### config.mk
export PLATFORM = sky130hd
export DESIGN_NAME = serial_adder_seq
export DESIGN_NICKNAME = d
export VERILOG_FILES = /design/src/rtl/serial_adder_seq.sv
export SDC_FILE = /design/constraint.sdc
export NUM_CORES = 1
export LEC_CHECK = 0
export CORE_ASPECT_RATIO = 1.2
export CORE_MARGIN = 2
export CORE_UTILIZATION = 25
export CTS_BUF_LIST = sky130_fd_sc_hd__clkbuf_8 sky130_fd_sc_hd__clkbuf_16
export DETAILED_ROUTE_END_ITERATION = 12
export GPL_TIMING_DRIVEN = 0
export PLACE_DENSITY = 0.53
export SYNTH_ARGS = -nofsm -noshare
export SYNTH_HDL_FRONTEND = slang
export SYNTH_SLANG_ARGS = --single-unit
### constraint.sdc
create_clock -name clk -period 1.7 [get_ports clk]
set_clock_uncertainty 0.1 [all_clocks]
set_input_delay 0.34 -clock clk [delete_from_list [all_inputs] [get_ports clk]]
set_output_delay 0.34 -clock clk [all_outputs]
set_load 0.01 [all_outputs]
### src/rtl/serial_adder_seq.sv
// Bit-serial adder controller around one external full-adder stage.
// Operands go out LSB-first, one bit per clock; the sum shifts in MSB-first and is latched on completion.
module serial_adder_seq #(
  parameter int WIDTH = 8
) (
  input  logic             clk,
  input  logic             rst_n,
  input  logic             start,
  input  logic [WIDTH-1:0] a_in,
  input  logic [WIDTH-1:0] b_in,
  input  logic             cin_in,
  output logic             fa_a,
  output logic             fa_b,
  output logic             fa_cin,
  input  logic             fa_s,
  input  logic             fa_cout,
  output logic             busy,
  output logic             done,
  output logic [WIDTH-1:0] sum_out,
  output logic             cout_out
);

  localparam int CW = $clog2(WIDTH + 1);
  localparam logic [CW-1:0] LAST_BIT = CW'(WIDTH - 1);

  typedef enum logic [1:0] {
    S_IDLE = 2'd0,
    S_RUN  = 2'd1,
    S_DONE = 2'd2
  } state_t;

  state_t           r_state;
  state_t           w_state_next;
  logic             w_load;
  logic             w_shift;
  logic             w_last;
  logic [WIDTH-1:0] w_sum_next;

  logic [WIDTH-1:0] r_a_sh;
  logic [WIDTH-1:0] r_b_sh;
  logic [WIDTH-1:0] r_sum_sh;
  logic             r_carry;
  logic [CW-1:0]    r_count;
  logic [WIDTH-1:0] r_sum_out;
  logic             r_cout_out;

  assign w_last = (r_count == LAST_BIT);

  // New sum bit enters at the MSB; written as a shift-and-or so WIDTH=1 needs no special case.
  assign w_sum_next = (r_sum_sh >> 1) | (WIDTH'(fa_s) << (WIDTH - 1));

  // NOTE: every signal written here gets a default first, so no path leaves one unassigned and no latch is inferred.
  always_comb begin
    w_state_next = r_state;
    w_load       = 1'b0;
    w_shift      = 1'b0;
    case (r_state)
      S_IDLE, S_DONE: begin
        if (start) begin
          w_load       = 1'b1;
          w_state_next = S_RUN;
        end else begin
          w_state_next = S_IDLE;
        end
      end
      S_RUN: begin
        w_shift = 1'b1;
        if (w_last) w_state_next = S_DONE;
      end
      default: w_state_next = S_IDLE;
    endcase
  end

  // NOTE: sequential state uses non-blocking assignments so every flop samples pre-edge values.
  always_ff @(posedge clk) begin
    if (!rst_n) r_state <= S_IDLE;
    else        r_state <= w_state_next;
  end

  // NOTE: the datapath registers are reset too, because an abort must leave fa_* and results at 0.
  always_ff @(posedge clk) begin
    if (!rst_n) begin
      r_a_sh     <= '0;
      r_b_sh     <= '0;
      r_sum_sh   <= '0;
      r_carry    <= 1'b0;
      r_count    <= '0;
      r_sum_out  <= '0;
      r_cout_out <= 1'b0;
    end else if (w_load) begin
      r_a_sh  <= a_in;
      r_b_sh  <= b_in;
      r_carry <= cin_in;
      r_count <= '0;
    end else if (w_shift) begin
      r_a_sh   <= r_a_sh >> 1;
      r_b_sh   <= r_b_sh >> 1;
      r_sum_sh <= w_sum_next;
      r_carry  <= fa_cout;
      r_count  <= r_count + 1'b1;
      if (w_last) begin
        r_sum_out  <= w_sum_next;
        r_cout_out <= fa_cout;
      end
    end
  end

  assign busy     = (r_state == S_RUN);
  assign done     = (r_state == S_DONE);
  assign fa_a     = busy & r_a_sh[0];
  assign fa_b     = busy & r_b_sh[0];
  assign fa_cin   = busy & r_carry;
  assign sum_out  = r_sum_out;
  assign cout_out = r_cout_out;

endmodule

==> results by group, run 1 <==
Run status
  • Run status: complete, no violations

Drt
  • Starting DRT DRC Count: 60
  • Routed WL: 4.04 mm
  • Residual DRC: 0
  • Router iterations before antenna repair: 4
  • Vias per inst: 4.52
  • Remaining antenna violation count: 0
  • Via count: 1,419
  • Post-DR wirelength/cell: 12.9 um

Hold path
  • Worst hold path class: input pin to flip-flop

Die
  • Full die area: 0.00705 mm^2
  • # IOs: 36
  • Initial core utilization: 0.261
  • Die height: 91.6 um
  • Die X: 77.0 um
  • Core area: 0.00613 mm^2
  • Row Count: 31

Final layout
  • Fraction of layout cells with a size suffix above 1: 0.125
  • Area of the multi-input gates: 747 um^2
  • Commonest cells after routing, fill and taps aside: 55 x nand2_1, 37 x dfxtp_1, 29 x clkdlybuf4s50_1
  • Final Cell Area: 0.00221 mm^2
  • Synth-to-layout area growth: 38.0%
  • Layout Utilization: 0.360
  • Fillers: 674
  • Diodes inserted: 0
  • Register area: 783 um^2
  • Commonest non-fill, non-tap cell in the layout: nand2_1
  • Non-Filler Instances: 314
  • Fin nets: 254

CTS
  • CTS root buf: clkbuf_8
  • Worst-skew pair later-pin latency: 0.30 ns
  • CTS tree: done
  • H-tree depth: 2
  • Clock sink count: 39
  • CTS clk-pin slew, worst paths: 0.08 ns
  • Max Root-Sink Buffers: 2
  • Cts bufs inserted: 5
  • Hold Buf Count CTS: 0

Critical path
  • CP required: 1.26 ns
  • R2r setup slk: 0.23 ns
  • Setup crit end: busy
  • Critical path type: flip-flop to output port
  • Worst Path Arrival: 1.20 ns
  • CP startpoint: r_state[1]
  • R2R depth: 5
  • FF-to-FF End: sum_out[6]
  • Worst Setup Start Kind: flip-flop
  • Crit. End Element: output port
  • R2r startpoint: r_state[1]
  • Worst-path maximum fanout: 9

Timing
  • Final hold vios: 0
  • Fin. max-slew vios: 0
  • Worst slew pin tran: 0.521 ns
  • Setup WS post-layout: 0.0623 ns
  • Unrepaired setup endpoints after global routing: no
  • Final worst-path cycle share: 0.963
  • Slew HR: 0.652
  • Setup TNS: 0 ns
  • Minimum clock period: 1.64 ns
  • Final Setup Violations: 0
  • Worst hold slack: 0.261 ns
  • FMAX: 611 MHz

Logic synthesis
  • Cells after synthesis: 189
  • Mapped Area: 0.00160 mm^2
  • Distinct cells, synth: 27
  • Syn_nets: 212
  • Register area share after synthesis: 0.488
  • Largest cells by area after synthesis: dfxtp_1 49%, nand2_1 13%, mux2i_1 5.6%
  • Synth top area share: 0.488
  • FF+latch count, synth: 39
  • Synthesized area per cell: 8.46 um^2
  • Yosys top cell by area: dfxtp_1
  • Synth warn: 0

GRT
  • Largest net degree at the start of global routing: 14
  • First-pass GRT wire length: 6.62 mm
  • Total GRT Usage: 0.119
  • Initial antenna violation count: 0
  • Grt ovf: 0
  • Vias in the first global route: 1,410

Placed design
  • Port bufs: 34
  • Setup slack at placement: -0.402 ns
  • Placed Area: 0.00204 mm^2
  • Detail Placement HPWL: 2.71 mm
  • RePlAce Congestion: 0.735
  • Placed Cells: 305

Run
  • Max Cap Viol: 0

Power and ir drop
  • Leak pwr: 0.776 nW
  • Power, Total: 2.16 mW
  • Pwr Density: 979 mW/mm^2
  • Maximum vdd ir drop: 0.000427 V
-- synthesized netlist by cell type --
cell type	instances
nand3b_1	2
buf_6	1
a31oi_1	8
and2_1	4
nand3_1	4
buf_2	8
dfxtp_1	39
xnor2_1	1
ha_1	1
or3_1	1
a21boi_0	10
xor2_1	1
nor2b_1	2
nand2_1	55
a21oi_1	4
a22oi_1	2
nand2b_1	2
inv_1	1
mux2i_1	9
buf_4	1
nor2_4	1
o21ai_0	9
nor2_1	7
clkbuf_1	5
and2b_1	1
nor3_1	5
o221ai_1	5
-- final cells by class --
class | instances | area share
clock inverter | 3 | 0.0306
inverter | 1 | 0.00284
sequential | 39 | 0.355
buffer | 14 | 0.0391
multi-input combinational | 134 | 0.339
timing repair buffer | 36 | 0.156
tap | 82 | 0.0465
clock buffer | 5 | 0.0312
-- cells by family (layout without fill, tap and decap cells) --
family,count (synthesis),after routing,synth area share
fa+ha+maj,1,1,0.00782
mux,9,9,0.0563
compound gates,38,38,0.156
buf+inv,16,59,0.0509
flops,39,39,0.488
xor+xnor,2,2,0.0110
simple gates,84,84,0.230
-- per-layer routing --
layer,global-route usage,routed length [um],vias to the layer above
met2,0.204,1950,40
met3,0.0374,235,5
met4,0.0491,55,0
met1,0.137,1800,653
li1,-,-,721
met5,0,0,-
-- report_power, final --
group	total, mW	internal, mW	switching [mW]
Clock	0.929	0.585	0.344
Sequential	0.981	0.956	0.0251
Combinational	0.249	0.120	0.128
-- worst min path at each step --
stage | from | endpoint | slack, ns | cells past startpoint
2_1_floorplan | r_b_sh[7] | r_b_sh[7] | 0.33 | 2
3_3_place_gp | r_b_sh[7] | r_b_sh[7] | 0.34 | 2
3_5_place_dp | sum_out[7] | sum_out[7] | 0.35 | 2
4_1_cts | rst_n | r_b_sh[3] | 0.25 | 3
5_1_grt | rst_n | r_b_sh[3] | 0.28 | 3
6_report | rst_n | r_b_sh[3] | 0.26 | 3
-- sequential cells by signal (all words and copies together) (netlist names) --
register	flops
cout_out	1
sum_out	8
r_b_sh	8
r_state	2
r_sum_sh	7
r_carry	1
r_count	4
r_a_sh	8
-- worst max-delay path: stages (launching register included) --
cell and delay [ns]:
dfxtp_2 0.33, nand2b_4 0.14, inv_4 0.06, buf_12 0.11
dlygate4sd2_1 0.26
-- what timing repair did --
action | 4_1_cts | 5_1_grt
setup endpoints to repair | 5 | 2
buffers inserted | 2 | 1
pin swaps | 1 | 0
resized for setup | 25 | 2
No activity file was read; power rests on OpenSTA's default activity.
==> run 2: changes to the inputs <==
--- a/config.mk
+++ b/config.mk
@@ -5,13 +5,15 @@
 export SDC_FILE = /design/constraint.sdc
 export NUM_CORES = 1
 export LEC_CHECK = 0
+export CELL_PAD_IN_SITES_DETAIL_PLACEMENT = 1
+export CELL_PAD_IN_SITES_GLOBAL_PLACEMENT = 2
 export CORE_ASPECT_RATIO = 1.2
 export CORE_MARGIN = 2
-export CORE_UTILIZATION = 25
+export CORE_UTILIZATION = 28
 export CTS_BUF_LIST = sky130_fd_sc_hd__clkbuf_8 sky130_fd_sc_hd__clkbuf_16
 export DETAILED_ROUTE_END_ITERATION = 12
 export GPL_TIMING_DRIVEN = 0
-export PLACE_DENSITY = 0.53
+export PLACE_DENSITY = 0.84
 export SYNTH_ARGS = -nofsm -noshare
 export SYNTH_HDL_FRONTEND = slang
 export SYNTH_SLANG_ARGS = --single-unit
==> run 2 against run 1 <==
Flip-flop and latch count did not move. Non-clock buffer count rose by 4. Power down 11%. First-iteration DRC count down 37%. Sequential power about the same. Wire length is 5.8% higher. Combinational power up 2%. Final cell count down 4.5%. Register-to-register slack worse by 0.03 ns. Via count up 1.8%. Largest cell class unchanged.
==> results by group, run 2 (synthesized netlist as in run 1, its figures left out) <==
Final layout
  • Fillers: 672 (-0.30%)
  • Commonest cells after routing, fill and taps aside: 55 x nand2_1, 37 x dfxtp_1, 29 x clkdlybuf4s50_1
  • Fin nets: 258 (+1.6%)
  • Diodes inserted: 0 (unchanged)
  • Synth-to-layout area growth: 35.0%
  • Commonest non-fill, non-tap cell in the layout: nand2_1
  • Fraction of layout cells with a size suffix above 1: 0.131 (+0.00636)
  • Non-Filler Instances: 300 (-4.5%)
  • Layout Utilization: 0.386 (+0.0260)

Critical path
  • CP peak stage delay: 0.33 ns (about the same)
  • R2r startpoint: r_count[0]
  • Worst Path Arrival: 1.21 ns (about the same)
  • Critical path type: flip-flop to output port
  • CP cell instances: nand2b_4 -> inv_2 -> buf_8 -> and2_1 -> buf_2
  • Slowest cell on crit path: dfxtp_2
  • R2R depth: 4 (-1)
  • Crit. End Element: output port
  • Worst-path maximum fanout: 7 (-2)
  • R2r setup slk: 0.20 ns (-0.03 ns)
  • CP required: 1.26 ns (about the same)
  • FF-to-FF End: sum_out[1]
  • Worst Setup Start Kind: flip-flop

Placed design
  • Placed Cells: 287 (-5.9%)
  • Detail Placement HPWL: 2.86 mm (+5.4%)
  • Port bufs: 34 (unchanged)
  • RePlAce Congestion: 0.727 (-1.1%)

Hold path
  • Worst hold stages: 3 (unchanged)
  • Worst Hold End: r_b_sh[3]
  • Min-delay src: rst_n
  • Worst hold path class: input pin to flip-flop

Timing
  • Final Setup Violations: 0 (unchanged)
  • Setup TNS: 0 ns (unchanged)
  • Final hold vios: 0 (unchanged)
  • Final worst-path cycle share: 0.969 (+0.00549)
  • FMAX: 607 MHz (-0.57%)
  • Slew HR: 0.651 (-0.00139)
  • Worst slew pin tran: 0.523 ns (+0.00208 ns)
  • Fin. max-slew vios: 0 (unchanged)
  • Unrepaired setup endpoints after global routing: no
  • Minimum clock period: 1.65 ns (+0.00934 ns)

Drt
  • Post-DR wirelength/cell: 14.2 um (+11%)
  • Starting DRT DRC Count: 38 (-37%)
  • Routed WL: 4.27 mm (+5.8%)
  • Vias per inst: 4.81 (+6.5%)
  • Via count: 1,444 (+1.8%)
  • Residual DRC: 0 (unchanged)
  • Router iterations before antenna repair: 4 (unchanged)
  • Remaining antenna violation count: 0 (unchanged)

Power and ir drop
  • Maximum vdd ir drop: 0.000335 V (-21%)
  • Leak pwr: 0.781 nW (+0.56%)
  • Pwr Density: 889 mW/mm^2 (-9.2%)

Die
  • Full die area: 0.00633 mm^2 (-10%)
  • Row Count: 30 (-3.2%)
  • Die height: 86.8 um (-5.3%)
  • # IOs: 36 (unchanged)
  • Die X: 73.0 um (-5.2%)
  • Initial core utilization: 0.286 (+0.0250)
  • Core area: 0.00559 mm^2 (-8.7%)

GRT
  • Largest net degree at the start of global routing: 12 (-2)
  • Vias in the first global route: 1,449 (+2.8%)
  • Total GRT Usage: 0.147 (+0.0283)
  • Initial antenna violation count: 0 (unchanged)
  • First-pass GRT wire length: 7.10 mm (+7.3%)
  • Grt ovf: 0 (unchanged)

Run status
  • Run status: complete, no violations

CTS
  • Cts bufs inserted: 5 (unchanged)
  • Max Root-Sink Buffers: 2 (unchanged)
  • H-tree depth: 2 (unchanged)
  • CTS tree: done
  • Clock sink count: 39 (unchanged)
  • CTS clk-pin slew, worst paths: 0.08 ns (about the same)
  • Worst-skew pair later-pin latency: 0.29 ns (about the same)
  • CTS root buf: clkbuf_8

Run
  • Max Cap Viol: 0 (unchanged)
run 2: critical path: cells and delay by family (launching register included):
kind,cells,cell delay (ns)
buf+inv,3,0.30
flops,1,0.33
simple gates,2,0.28
run 2: area by class of cell:
| cell class | count | area [um^2] | area share |
|---|---|---|---|
| repair buffers | 40 | 364 | 0.169 |
| clock inverters | 1 | 3.75 | 0.00174 |
| inverters | 1 | 3.75 | 0.00174 |
| multi-input cells | 134 | 744 | 0.345 |
| flip-flops and latches | 39 | 786 | 0.364 |
| clock buffers | 7 | 96.3 | 0.0446 |
| well taps | 64 | 80.1 | 0.0371 |
| plain buffers | 14 | 80.1 | 0.0371 |
run 2: how the worst max path moves through the flow:
stage	start	endpoint	slack, ns	depth (start not counted)
after global routing	r_state[1]	fa_cin	0.002	5
after global placement	r_state[0]	fa_cin	-0.45	6
after CTS	r_state[1]	fa_cin	0.04	5
after detailed placement	r_state[0]	fa_cin	-0.44	6
after floorplan	r_state[1]	fa_a	0.23	5
final	r_state[1]	fa_cin	0.05	5
run 2: power by group:
| group | internal [mW] | switching, mW | total, mW |
|---|---|---|---|
| Clock | 0.364 | 0.321 | 0.686 |
| Combinational | 0.122 | 0.131 | 0.253 |
| Sequential | 0.955 | 0.0253 | 0.981 |
run 2: metrics by stage:
stage | setup WS (ns) | cell area, um^2 | hold slack (ns) | power (mW)
6_report | 0.0530 | 2160 | 0.281 | 1.92
5_1_grt | 0.00247 | 2160 | 0.308 | 2.02
4_1_cts | 0.0381 | 2160 | 0.290 | 1.95
3_5_place_dp | -0.444 | 2020 | 0.348 | 1.24
3_3_place_gp | -0.454 | 2020 | 0.346 | 1.24
2_1_floorplan | 0.226 | 1600 | 0.332 | 1.13
run 2: repair_timing:
| action | in CTS | in global routing |
|---|---|---|
| gates resized for setup | 23 | 1 |
| hold buffers | 0 | 0 |
| setup buffers | 6 | 0 |
| endpoints found under the setup margin | 5 | 1 |
| hold endpoints to repair | 0 | 0 |
run 2: layer usage:
metal,GRT usage,vias to the layer above,share of wire
met5,0,-,0
met4,0.0505,0,0.011
met3,0.0314,6,0.029
met2,0.240,24,0.49
met1,0.192,690,0.47
li1,-,724,-
